## src/rtl/branch_pc_unit_pkg.sv

```systemverilog
// ---------------------------------------------------------------------------
// branch_pc_unit_pkg
// Shared encodings for the branch/PC path: next-PC select codes, RISC-V
// branch funct3 codes, ALU comparison flag codes, and the PC FSM states.
// ---------------------------------------------------------------------------
package branch_pc_unit_pkg;

    typedef enum logic [1:0] {
        NPC_PC4    = 2'b00,
        NPC_BRANCH = 2'b01,
        NPC_JAL    = 2'b10,
        NPC_JALR   = 2'b11
    } npc_op_e;

    typedef enum logic [2:0] {
        BR_BEQ  = 3'b000,
        BR_BNE  = 3'b001,
        BR_BLT  = 3'b100,
        BR_BGE  = 3'b101,
        BR_BLTU = 3'b110,
        BR_BGEU = 3'b111
    } br_type_e;

    typedef enum logic [1:0] {
        EQUAL   = 2'b00,
        GREATER = 2'b01,
        LESS    = 2'b10,
        OTHER   = 2'b11
    } zero_e;

    typedef enum logic [1:0] {
        BOOT = 2'b00,
        RUN  = 2'b01,
        HALT = 2'b10
    } pc_state_e;

    localparam logic [31:0] PC_STEP = 32'd4;

endpackage

```

## src/rtl/branch_pc_unit_cond.sv

```systemverilog
// ---------------------------------------------------------------------------
// branch_cond
// Combinational branch-taken evaluation from the branch funct3 and the ALU
// comparison flag.
//   br_type : branch funct3
//   zero    : ALU comparison flag
//   taken   : branch condition holds
// ---------------------------------------------------------------------------
module branch_cond
    import branch_pc_unit_pkg::*;
(
    input  logic [2:0] br_type,
    input  logic [1:0] zero,
    output logic       taken
);

    // For the set-less-than forms the ALU flag reads GREATER when the SLT
    // result is 1 (A<B) and EQUAL when it is 0.
    always_comb begin
        taken = 1'b0;
        case (br_type)
            BR_BEQ, BR_BGE, BR_BGEU: taken = (zero == EQUAL);
            BR_BNE:                  taken = (zero != EQUAL);
            BR_BLT, BR_BLTU:         taken = (zero == GREATER);
            default:                 taken = 1'b0;
        endcase
    end

endmodule

```

## src/rtl/branch_pc_unit.sv

```systemverilog
// ---------------------------------------------------------------------------
// branch_pc_unit
// PC register, next-PC selection, boot/run/halt sequencing and a saturating
// count of committed redirects.
//   clk, rst_n   : clock, async active-low reset
//   stall        : hold PC, counter and state this cycle
//   npc_op       : next-PC source (PC4 / BRANCH / JAL / JALR)
//   br_type      : branch funct3
//   zero         : ALU comparison flag (used only for BRANCH)
//   alu_result   : JALR target sum (used only for JALR)
//   imm          : sign-extended branch/JAL offset
//   pc, pc_plus4 : current PC and link value
//   fetch_valid  : pc is a valid fetch address
//   branch_taken : redirect decision this cycle
//   halted       : misaligned target seen, waiting for reset
//   taken_cnt    : committed redirect count, saturating
//
// state | meaning
// BOOT  | first cycle after reset, pc = RESET_PC, no fetch
// RUN   | fetching, pc advances on every non-stalled cycle
// HALT  | misaligned target detected, pc frozen, left only by reset
// ---------------------------------------------------------------------------
module branch_pc_unit
    import branch_pc_unit_pkg::*;
#(
    parameter logic [31:0] RESET_PC = 32'h0000_0000,
    parameter int          CNT_W    = 32
) (
    input  logic             clk,
    input  logic             rst_n,
    input  logic             stall,
    input  logic [1:0]       npc_op,
    input  logic [2:0]       br_type,
    input  logic [1:0]       zero,
    input  logic [31:0]      alu_result,
    input  logic [31:0]      imm,
    output logic [31:0]      pc,
    output logic [31:0]      pc_plus4,
    output logic             fetch_valid,
    output logic             branch_taken,
    output logic             halted,
    output logic [CNT_W-1:0] taken_cnt
);

    pc_state_e        state, state_nxt;
    logic [31:0]      target;
    logic [31:0]      pc_nxt;
    logic [CNT_W-1:0] cnt_nxt;
    logic             cond_taken;
    logic             redirect;
    logic             misaligned;

    branch_cond u_cond (
        .br_type (br_type),
        .zero    (zero),
        .taken   (cond_taken)
    );

    assign pc_plus4 = pc + PC_STEP;

    always_comb begin
        target   = pc_plus4;
        redirect = 1'b0;
        case (npc_op)
            NPC_BRANCH: begin
                if (cond_taken) begin
                    target   = pc + imm;
                    redirect = 1'b1;
                end
            end
            NPC_JAL: begin
                target   = pc + imm;
                redirect = 1'b1;
            end
            NPC_JALR: begin
                target   = alu_result & ~32'd1;
                redirect = 1'b1;
            end
            default: begin
                target   = pc_plus4;
                redirect = 1'b0;
            end
        endcase
    end

    assign misaligned   = (target[1:0] != 2'b00);
    assign branch_taken = (state == RUN) && redirect;
    assign fetch_valid  = (state == RUN);
    assign halted       = (state == HALT);

    // Stall is checked before alignment so a stalled misaligned target
    // neither halts nor counts.
    always_comb begin
        state_nxt = state;
        pc_nxt    = pc;
        cnt_nxt   = taken_cnt;
        case (state)
            BOOT: state_nxt = RUN;
            RUN: begin
                if (!stall) begin
                    if (misaligned) begin
                        state_nxt = HALT;
                    end else begin
                        pc_nxt = target;
                        if (branch_taken && (taken_cnt != {CNT_W{1'b1}})) begin
                            cnt_nxt = taken_cnt + CNT_W'(1);
                        end
                    end
                end
            end
            HALT: state_nxt = HALT;
            default: state_nxt = BOOT;
        endcase
    end

    always_ff @(posedge clk or negedge rst_n) begin
        if (!rst_n) begin
            state     <= BOOT;
            pc        <= RESET_PC;
            taken_cnt <= '0;
        end else begin
            state     <= state_nxt;
            pc        <= pc_nxt;
            taken_cnt <= cnt_nxt;
        end
    end

endmodule

```

## config.mk

```make
export PLATFORM = sky130hd
export DESIGN_NAME = branch_pc_unit
export DESIGN_NICKNAME = d
export VERILOG_FILES = /design/src/rtl/branch_pc_unit_pkg.sv /design/src/rtl/branch_pc_unit_cond.sv /design/src/rtl/branch_pc_unit.sv
export SDC_FILE = /design/constraint.sdc
export NUM_CORES = 1
export LEC_CHECK = 0
export BUFFER_PORTS_ARGS = -buffer_cell sky130_fd_sc_hd__buf_2
export CAP_MARGIN = 20
export CORE_MARGIN = 2
export CORE_UTILIZATION = 50
export CTS_BUF_LIST = sky130_fd_sc_hd__clkbuf_16
export DETAILED_ROUTE_END_ITERATION = 8
export GPL_TIMING_DRIVEN = 0
export HOLD_SLACK_MARGIN = 0.1
export PLACE_DENSITY = 0.78
export SYNTH_ARGS = -nofsm -noshare
export SYNTH_HDL_FRONTEND = slang
export SYNTH_SLANG_ARGS = --single-unit
```

## constraint.sdc

```tcl
create_clock -name clk -period 4.17 [get_ports clk]
set_input_delay 0.834 -clock clk [delete_from_list [all_inputs] [get_ports clk]]
set_output_delay 0.834 -clock clk [all_outputs]
set_load 0.005 [all_outputs]
```

==> qor.csv, run 1 <==
metric;value;unit
status;finished, final reports clean;
synthCells;651;
cts_resized;0;
syn_area;5610;sq um
rrSetupSlack;0.72;ns
drive_gt1_share;25.2;%
rsz0062_at_grt;false;
yosysSeqAreaShare;29.5;%
drc;0;
cts_tree;built;
clock-sinks;66;
grt_pass1_wl;27300;microns
ys_warn_count;0;
dr.pass1.iters;6;
postRouteAntennaNets;0;
synth_nets;762;
hold_path_class;flop to flop;
route.met2.wl;8530;microns
startpoint_type;flop;
regToRegStartpoint;pc[0];
reg2regPathDepth;10;
vias_per_cell;6.08;
start_util;51.5;%
min_period_over_period;93.1;%
n_antenna_cell;0;
p_leak;3.47;nW
max_cap_violations;0;
worstSetupPathType;flop to primary output;
maxSlewViolCount;0;
final_nets;943;
row_count;38;
stdcell_area;6930;sq um
port-buffer-count;170;
worst_slew_margin_rel;27.4;%
min_from;taken_cnt[20];
antenna_found_initial;0;
die_w;110;microns
dieArea;12100;sq um
dr.max_layer_used;met4;
via_count;5938;
root_buffer;clkbuf_16;
crit_path_max_fanout;7;
core-area;10900;sq um
peakVddDrop;0.000365;V
worst_pin_slew;1.08;ns
grt_max_degree;67;
hold_viol;0;
route.met3.wl;1390;microns
drtIter0Drc;591;
wl;17900;microns
synth_edf_count;0;
crit_arrival;3.05;ns
numCtsBuffers;9;
max_freq;258;MHz
period_needed;3.88;ns
hold_buffers;0;
setup_viol_count_final;0;
routedWlPerCell;18.3;microns
yosys_register_bits;66;
area_growth;23.6;%
gp_congestion;0.882;
wl_met1;7540;microns
syn_avg_cell_area;8.61;sq um
track_usage;29.4;%
p_per_area;591;nW/um^2
post_cts_buffers;0;
clockBufferDepth;2;
synth_cell_types;62;
tns;0;ns
finClkSkew;0.00754;ns
dpl_cell_area;6640;sq um
first_global_vias;5640;
end_kind;primary output;
critPathRequiredTime;3.34;ns
htreeDepth;3;
timing.rr.end;pc[20];
hold_depth;1;
overflow;0;
clock_latency;0.34;ns
ios;173;
ys.flop_type;dfrtp_1;
async_flop_share;100;%
path_clk_slew;0.06;ns
holdPathEnd;taken_cnt[20];
die_y;110;microns
hpwlAfterDp;13400;microns
fillers;943;
## worst max-delay path, stage by stage (launching register included)
cell	delay [ns]
dfrtp_1	0.50
ha_1	0.27
nand4_1	0.26
nor3_1	0.68
and2_1	0.38
nand3_1	0.13
xnor2_1	0.32
buf_2	0.18
## per-layer routing
metal	vias up	GRT usage, %
li1	2788	-
met2	284	48.6
met3	35	4.15
met1	2831	38.1
met5	-	0
met4	0	13.1
## registers in the layout (all words and copies together) (netlist names)
register	flops
pc	32
state	2
taken_cnt	32
## synthesized netlist by cell type (3+ instances only)
| master | instances | area, sq um |
|---|---|---|
| dfrtp_1 | 66 | 1650 |
| nand2_1 | 59 | 221 |
| xnor2_1 | 51 | 447 |
| o21ai_0 | 45 | 225 |
| nor2_1 | 42 | 158 |
| a21oi_1 | 36 | 180 |
| ha_1 | 36 | 450 |
| xor2_1 | 30 | 263 |
| nand3_1 | 24 | 120 |
| clkbuf_1 | 23 | 86.3 |
| nand4_1 | 22 | 138 |
| inv_1 | 20 | 75.1 |
| a21o_1 | 19 | 143 |
| nor3_1 | 18 | 90.1 |
| and3_1 | 14 | 87.6 |
| a222oi_1 | 12 | 120 |
| nand2b_1 | 8 | 50.1 |
| a221oi_1 | 7 | 61.3 |
| a31oi_1 | 7 | 43.8 |
| and2_1 | 7 | 43.8 |
| and4_1 | 7 | 61.3 |
| o21a_1 | 6 | 45.0 |
| nor2b_1 | 5 | 31.3 |
| o221ai_1 | 5 | 43.8 |
| a211oi_1 | 4 | 30.0 |
| a22oi_1 | 4 | 30.0 |
| a41o_1 | 4 | 40.0 |
| buf_2 | 4 | 20.0 |
| o211ai_1 | 4 | 30.0 |
| o21bai_1 | 4 | 30.0 |
| or2_2 | 4 | 25.0 |
| or3_1 | 4 | 25.0 |
| a22o_1 | 3 | 26.3 |
| mux2_2 | 3 | 33.8 |
| mux2i_1 | 3 | 30.0 |
| mux4_2 | 3 | 67.6 |
| or4_1 | 3 | 22.5 |
## worst max-delay path by stage
stage | end | start | depth (start not counted) | slack [ns]
after floorplan | taken_cnt[24] | imm[0] | 12 | 0.86
after global placement | pc[20] | imm[0] | 11 | 0.41
after detailed placement | pc[20] | imm[0] | 11 | 0.30
after CTS | pc_plus4[30] | pc[2] | 7 | 0.34
after global routing | pc_plus4[30] | pc[2] | 7 | 0.24
final | pc_plus4[30] | pc[2] | 7 | 0.29
## through the flow
step                      hold WS [ns]  util (%)  total power, mW  setup slack (ns)  cells
after floorplan                  0.481         -             2.54             0.864    651
after global placement           0.473      60.9             3.22             0.406    961
after detailed placement         0.481      61.0             3.28             0.297    961
after CTS                        0.490      63.6             4.06             0.339    977
after global routing             0.512      63.6             4.38             0.237    977
final                            0.493      63.6             4.09             0.288    977
## cells by family (layout without fill, tap and decap cells)
| logic type | Yosys count | after routing | share of synthesized area, % |
|---|---|---|---|
| xor gates and xnor gates | 81 | 81 | 12.7 |
| and+or+nand+nor | 229 | 229 | 21.3 |
| AOI/OAI and AO/OA | 180 | 180 | 22.4 |
| muxes | 9 | 9 | 2.34 |
| buffers and inverters | 49 | 235 | 3.50 |
| adders and majority gates | 37 | 37 | 8.39 |
| DFF | 66 | 66 | 29.5 |
## layout by cell type, fill, tap and decap left out, types with 3 or more instances in the layout
cell       instances
and2_1             7
o21bai_1           4
a21oi_1           36
or4_1              3
clkbuf_16          9
a41o_1             4
inv_1             20
mux4_2             3
dfrtp_1           66
or2_2              4
xnor2_1           51
or3_1              4
nand3_1           24
and3_1            14
xor2_1            30
nor2b_1            5
o211ai_1           4
nor2_1            42
nand2b_1           8
o21a_1             6
a221oi_1           7
o221ai_1           5
a21o_1            19
nand4_1           22
a31oi_1            7
ha_1              36
nor3_1            18
and4_1             7
a211oi_1           4
mux2_2             3
clkbuf_1          23
a22oi_1            4
mux2i_1            3
a22o_1             3
a222oi_1          12
o21ai_0           45
buf_2            173
nand2_1           59
buf_4              3
## layout make-up
class | count | area (sq um) | share of cell area [%]
Buffer | 29 | 121 | 1.75
Clock inverter | 7 | 67.6 | 0.975
Tap cell | 140 | 175 | 2.53
Timing Repair Buffer | 170 | 853 | 12.3
Clock buffer | 9 | 225 | 3.25
Inverter | 20 | 75.1 | 1.08
Sequential cell | 66 | 1650 | 23.8
Multi-Input combinational cell | 536 | 3760 | 54.3
## where the power goes
| group | total (mW) | internal [mW] | switching [mW] |
|---|---|---|---|
| sequential | 1.07 | 0.796 | 0.272 |
| clock | 0.766 | 0.461 | 0.305 |
| combinational | 2.26 | 1.02 | 1.24 |
No activity file was read; power rests on OpenSTA's default activity.
==> run 2, diff against run 1 <==
--- a/config.mk
+++ b/config.mk
@@ -7,13 +7,15 @@
 export LEC_CHECK = 0
 export BUFFER_PORTS_ARGS = -buffer_cell sky130_fd_sc_hd__buf_2
 export CAP_MARGIN = 20
+export CELL_PAD_IN_SITES_DETAIL_PLACEMENT = 0
+export CELL_PAD_IN_SITES_GLOBAL_PLACEMENT = 1
 export CORE_MARGIN = 2
-export CORE_UTILIZATION = 50
+export CORE_UTILIZATION = 41
 export CTS_BUF_LIST = sky130_fd_sc_hd__clkbuf_16
 export DETAILED_ROUTE_END_ITERATION = 8
 export GPL_TIMING_DRIVEN = 0
 export HOLD_SLACK_MARGIN = 0.1
-export PLACE_DENSITY = 0.78
+export PLACE_DENSITY_LB_ADDON = 0.1
 export SYNTH_ARGS = -nofsm -noshare
 export SYNTH_HDL_FRONTEND = slang
 export SYNTH_SLANG_ARGS = --single-unit
==> run 2 against run 1 <==
Critical endpoint is now pc_plus4[26]. Via count fell by 3.5%. Routed wire length grew 5.7%. Critical path type unchanged. Die area increased by 21%.
==> qor.csv, run 2 (synthesized netlist as in run 1, its figures left out) <==
metric;value;unit;change
htreeDepth;3;;unchanged
maxSlewViolCount;0;;unchanged
vias_per_cell;5.65;;was 6.08
pre_cts_ws;0.232;ns;was 0.297 ns
track_usage;25.7;%;was 29.4%
core-area;13300;sq um;was 10,900 sq um
drtIter0Drc;490;;was 591
n_antenna_cell;0;;unchanged
cp_num_buf_inv;1;;unchanged
grt_pass1_wl;29300;microns;was 27,300 microns
whs;0.460;ns;was 0.493 ns
cts_resized;0;;unchanged
max_stage_delay;0.72;ns;was 0.68 ns
hold_buffers;0;;unchanged
dieArea;14600;sq um;was 12,100 sq um
tns;0;ns;unchanged
routedWlPerCell;18.7;microns;was 18.3 microns
hold_viol;0;;unchanged
clockBufferDepth;2;;unchanged
worstSetupPathType;flop to primary output;;unchanged
critPathRequiredTime;3.34;ns;about the same
clock_latency;0.35;ns;was 0.34 ns
worst_pin_slew;0.873;ns;was 1.08 ns
die_y;121;microns;was 110 microns
gp_congestion;0.927;;was 0.882
start_util;42.2;%;was 51.5%
final_common_cell;buf_2;;unchanged
first_global_vias;5430;;was 5,640
setup_viol_count_final;0;;unchanged
crit_path_max_fanout;7;;unchanged
post_cts_buffers;0;;unchanged
rrSetupSlack;0.71;ns;was 0.72 ns
crit_arrival;2.97;ns;was 3.05 ns
timing.rr.end;pc[20];;unchanged
top_regs;pc (32), taken_cnt (32), state (2);;unchanged
area_growth;24.3;%;was 23.6%
slowest_stage;nor3_1;;unchanged
via_count;5728;;was 5,938
rsz0062_at_grt;false;;unchanged
dr.pass1.iters;6;;unchanged
root_buffer;clkbuf_16;;unchanged
finClkSkew;0.00783;ns;was 0.00754 ns
status;finished, final reports clean;;unchanged
cp_top_family;simple AND/OR/NAND/NOR gates;;unchanged
cts_tree;built;;unchanged
numCtsBuffers;9;;unchanged
mostFrequentLayoutCells;173 x buf_2, 66 x dfrtp_1, 59 x nand2_1;;unchanged
die_w;121;microns;was 110 microns
max_cap_violations;0;;unchanged
postRouteAntennaNets;0;;unchanged
drc;0;;unchanged
startpoint_type;flop;;unchanged
min_period_over_period;91.2;%;was 93.1%
hold_path_class;input port to async pin;;was flop to flop
row_count;42;;was 38
overflow;0;;unchanged
drive_gt1_share;25.2;%;about the same
setup_slack;0.365;ns;was 0.288 ns
wl;18900;microns;was 17,900 microns
path_clk_slew;0.06;ns;about the same
ios;173;;unchanged
peakVddDrop;0.000242;V;was 0.000365 V
p_total;4.03;mW;was 4.09 mW
antenna_found_initial;0;;unchanged
crit_path_frequent_cell;nand4_1;;
p_leak;3.46;nW;was 3.47 nW
p_per_area;578;nW/um^2;was 591 nW/um^2
worst_slew_margin_rel;41.6;%;was 27.4%
hpwlAfterDp;14200;microns;was 13,400 microns
period_needed;3.80;ns;was 3.88 ns
regToRegStartpoint;pc[0];;unchanged
end_kind;primary output;;unchanged
grt_max_degree;37;;was 67
final_nets;945;;was 943
reg2regPathDepth;10;;unchanged
final_core_util;52.4;%;was 63.6%
max_freq;263;MHz;was 258 MHz
crit_chain;ha_1, nand4_1, nor3_1, and2_1, nand4_1, xnor2_1, buf_2;;was ha_1, nand4_1, nor3_1, and2_1, nand3_1, xnor2_1, buf_2
clock-sinks;66;;unchanged
port-buffer-count;170;;unchanged
-- run 2: cell types whose count changed in the layout (fill, tap and decap cells not counted) --
cell,previous run,this run
buf_12,0,1
buf_4,3,4
bufinv_16,1,0
clkinv_1,1,2
clkinv_2,2,1
clkinvlp_4,2,3
inv_6,1,0
-- run 2: where the power goes --
part	switching, mW	leakage, nW	internal (mW)
logic	1.24	2.48	1.02
registers	0.270	0.863	0.796
clock network	0.310	0.118	0.394
total	1.82	3.46	2.21
-- run 2: stage by stage --
step           cell area [sq um]  instances
6_report                    6970       1014
5_1_grt                     6970       1014
4_1_cts                     6960       1013
3_5_place_dp                6700        998
3_3_place_gp                6680        997
2_1_floorplan               5610        651
-- run 2: worst max path at each step --
| stage | from | to | slack (ns) | depth (start not counted) |
|---|---|---|---|---|
| finish | pc[2] | pc_plus4[26] | 0.37 | 7 |
| global route | pc[2] | pc_plus4[30] | 0.19 | 7 |
| CTS | pc[2] | pc_plus4[26] | 0.36 | 7 |
| detailed placement | imm[0] | pc[28] | 0.23 | 11 |
| global placement | imm[0] | pc[20] | 0.25 | 11 |
| floorplan | imm[0] | taken_cnt[24] | 0.86 | 12 |
-- run 2: area by class of cell --
class                   instances  area, sq um
multi-input cells             536         3760
fillers                      1349         6330
repair buffers                172          881
well taps                     176          220
plain buffers                  29          121
inverters                      20         75.1
clock buffers                   9          225
flip-flops and latches         66         1650
clock inverters                 6         35.0
-- run 2: worst reg2reg max path, stage by stage (launching register included) --
cell and delay (ns):
dfrtp_1 0.42, ha_1 0.23, inv_1 0.06, fa_1 0.47, nor2b_1 0.16, nor2_1 0.07
a41oi_2 0.27, o22ai_1 0.17, nor3b_2 0.74, nand2_1 0.47, o221ai_1 0.31
-- run 2: layer usage --
layer	wire length, microns	vias up	global-route usage [%]
met5	0	-	0
met4	222	0	6.10
met3	1480	17	5.78
met2	8660	221	39.9
met1	8570	2696	36.3
li1	-	2794	-
==> run 3, diff against run 2 <==
--- a/config.mk
+++ b/config.mk
@@ -5,6 +5,7 @@
 export SDC_FILE = /design/constraint.sdc
 export NUM_CORES = 1
 export LEC_CHECK = 0
+export ABC_AREA = 1
 export BUFFER_PORTS_ARGS = -buffer_cell sky130_fd_sc_hd__buf_2
 export CAP_MARGIN = 20
 export CELL_PAD_IN_SITES_DETAIL_PLACEMENT = 0
==> run 3 against run 2 <==
Setup slack improved by 0.68 ns. Total power is 16% higher. Register-to-register slack improved by 0.75 ns. Count of clock-buffer cells in the layout stayed put. Combinational power grew 21%. Clock power grew 15%. First-iteration DRC count shrank 23%. Via count is 48% higher. Non-clock buffer count down 8. Die area is 34% higher.
==> qor.csv, run 3 <==
metric;value;unit;change
status;finished, final reports clean;;unchanged
yosys-top-cells-area;nand2_1 26%, dfrtp_1 22%, inv_1 11%;;was dfrtp_1 29%, ha_1 8.0%, xnor2_1 8.0%
via_count;8480;;was 5,728
crit_start;pc[11];;was pc[2]
synthMuxAreaShare;0;%;was 2.34%
crit_path_max_fanout;6;;was 7
area_growth;19.3;%;was 24.3%
track_usage;27.7;%;was 25.7%
maxSlewViolCount;0;;unchanged
yosys.area_share.simple;45.4;%;was 21.3%
drc;0;;unchanged
grt_max_degree;67;;was 37
startpoint_type;flop;;unchanged
routedWlPerCell;16.0;microns;was 18.7 microns
clock_latency;0.34;ns;was 0.35 ns
setup_viol_count_final;0;;unchanged
ys.flop_type;dfrtp_1;;unchanged
yosysTopAreaCell;nand2_1;;was dfrtp_1
start_util;42.0;%;was 42.2%
numCtsBuffers;9;;unchanged
synth_xor_xnor_area_share;6.02;%;was 12.7%
p_per_area;518;nW/um^2;was 578 nW/um^2
post_cts_buffers;0;;unchanged
grt_pass1_wl;42300;microns;was 29,300 microns
crit_path_frequent_cell;nand2_1;;was nand4_1
async_flop_share;100;%;unchanged
crit_arrival;2.30;ns;was 2.97 ns
hpwlAfterDp;22700;microns;was 14,200 microns
hold_path_class;flop to flop;;was input port to async pin
synth_nets;1402;;was 762
timing.rr.end;pc[22];;was pc[20]
finClkSkew;0.00623;ns;was 0.00783 ns
first_global_vias;8095;;was 5,430
crit_chain;nand2_1, nor3_1, nand2_1, nor3b_1, nand3_1, nand2_1, inv_1, buf_2;;was ha_1, nand4_1, nor3_1, and2_1, nand4_1, xnor2_1, buf_2
synth_compound_area_share;7.69;%;was 22.4%
top_regs;pc (32), taken_cnt (32), state (2);;unchanged
antenna_found_initial;1;;was 0
final_common_cell;nand2_1;;was buf_2
p_leak;5.08;nW;was 3.46 nW
drive_gt1_share;17.6;%;was 25.2%
clock-sinks;66;;unchanged
min_period_over_period;75.0;%;was 91.2%
p_total;4.68;mW;was 4.03 mW
synth_cell_types;37;;was 62
synthAdderAreaFrac;6.22;%;was 8.39%
max_stage_delay;0.55;ns;was 0.72 ns
synthDominantCellAreaShare;25.9;%;was 29.5%
synth_top_family_by_area;simple AND/OR/NAND/NOR gates;;was compound AO/OA/AOI/OAI gates
die_w;140;microns;was 121 microns
worst_pin_slew;0.894;ns;was 0.873 ns
die_y;140;microns;was 121 microns
synthCells;1291;;was 651
synth_edf_count;0;;unchanged
end_kind;primary output;;unchanged
cts_resized;0;;unchanged
stdcell_area;9020;sq um;was 6970 sq um
worstSetupPathType;flop to primary output;;unchanged
syn_avg_cell_area;5.86;sq um;was 8.61 sq um
mostFrequentLayoutCells;522 x nand2_1, 218 x inv_1, 179 x buf_2;;was 173 x buf_2, 66 x dfrtp_1, 59 x nand2_1
period_needed;3.13;ns;was 3.80 ns
slowest_stage;dfrtp_1;;was nor3_1
cts_tree;built;;unchanged
clockBufferDepth;2;;unchanged
vias_per_cell;4.96;;was 5.65
syn_area;7570;sq um;was 5610 sq um
max_cap_violations;0;;unchanged
row_count;49;;was 42
regToRegStartpoint;pc[0];;unchanged
yosysSeqAreaShare;21.8;%;was 29.5%
ios;173;;unchanged
path_clk_slew;0.05;ns;was 0.06 ns
synth_common_cells;522 x nand2_1, 217 x inv_1, 102 x nand3_1, 101 x nor2_1, 66 x dfrtp_1;;was 66 x dfrtp_1, 59 x nand2_1, 51 x xnor2_1, 45 x o21ai_0, 42 x nor2_1
rrSetupSlack;1.46;ns;was 0.71 ns
port-buffer-count;171;;was 170
postRouteAntennaNets;0;;unchanged
endpoint;pc_plus4[26];;unchanged
dr.pass1.iters;6;;unchanged
wl;27300;microns;was 18,900 microns
final_cells;1708;;was 1,014
gp_congestion;0.973;;was 0.927
hold_viol;0;;unchanged
final_nets;1584;;was 945
fillers;1990;;was 1,349
place_inst;1691;;was 998
yosys_register_bits;66;;unchanged
ys_warn_count;0;;unchanged
overflow;0;;unchanged
critPathRequiredTime;3.34;ns;about the same
max_freq;320;MHz;was 263 MHz
rsz0062_at_grt;false;;unchanged
dpl_cell_area;8710;sq um;was 6700 sq um
whs;0.535;ns;was 0.460 ns
synth_most_common_cell;nand2_1;;was dfrtp_1
dieArea;19600;sq um;was 14,600 sq um
worst_slew_margin_rel;40.4;%;was 41.6%
tns;0;ns;unchanged
drtIter0Drc;376;;was 490
root_buffer;clkbuf_16;;unchanged
htreeDepth;3;;unchanged
core-area;18000;sq um;was 13,300 sq um
peakVddDrop;0.000280;V;was 0.000242 V
reg2regPathDepth;12;;was 10
hold_buffers;0;;unchanged
-- run 3: worst max-delay path, delay by kind of cell (launching register included) --
family | cells | cell delay (ns)
buf+inv | 2 | 0.15
flops | 1 | 0.55
simple gates | 6 | 1.26
-- run 3: metrics by stage --
stage	setup WS (ns)	utilization [%]
finish	1.04	50.1
detailed placement	1.04	48.3
CTS	1.06	50.0
floorplan	1.59	-
global route	0.818	50.0
global placement	1.05	48.3
-- run 3: metal layers --
layer	vias to the layer above	global-route usage (%)	share of wire (%)
li1	4380	-	-
met1	3833	33.7	43
met2	220	49.7	50
met3	47	3.92	4.4
met4	0	10.1	3.3
met5	-	0	0
-- run 3: how the worst min path moves through the flow --
stage	startpoint	to	cells after the start
floorplan	state[1]	state[1]	2
global placement	taken_cnt[0]	taken_cnt[0]	2
detailed placement	taken_cnt[16]	taken_cnt[16]	2
CTS	taken_cnt[16]	taken_cnt[16]	2
global route	taken_cnt[0]	taken_cnt[0]	2
finish	taken_cnt[16]	taken_cnt[16]	2
-- run 3: where the power goes --
group	internal [mW]	leakage (nW)	switching, mW
Sequential	0.790	0.877	0.346
Combinational	1.00	4.05	1.73
Clock	0.517	0.154	0.292
Total	2.31	5.08	2.37
-- run 3: layout make-up --
cell class	instances	area [sq um]	share of cell area (%)
clock inverters	7	85.1	0.943
clock buffers	9	225	2.50
multi-input cells	985	4940	54.8
plain buffers	22	154	1.71
flip-flops and latches	66	1650	18.3
repair buffers	171	858	9.51
diodes	1	2.50	0.0277
well taps	229	287	3.18
inverters	218	818	9.07
-- run 3: logic make-up (layout without fill, tap and decap cells) --
| kind of cell | after synthesis | count (layout) |
|---|---|---|
| flip-flops | 66 | 66 |
| AO/OA/AOI/OAI | 83 | 83 |
| other | 0 | 1 |
| AND/OR/NAND/NOR | 813 | 813 |
| adder cells (fa/ha/maj) | 37 | 37 |
| XOR/XNOR | 52 | 52 |
| buffers and inverters | 240 | 427 |
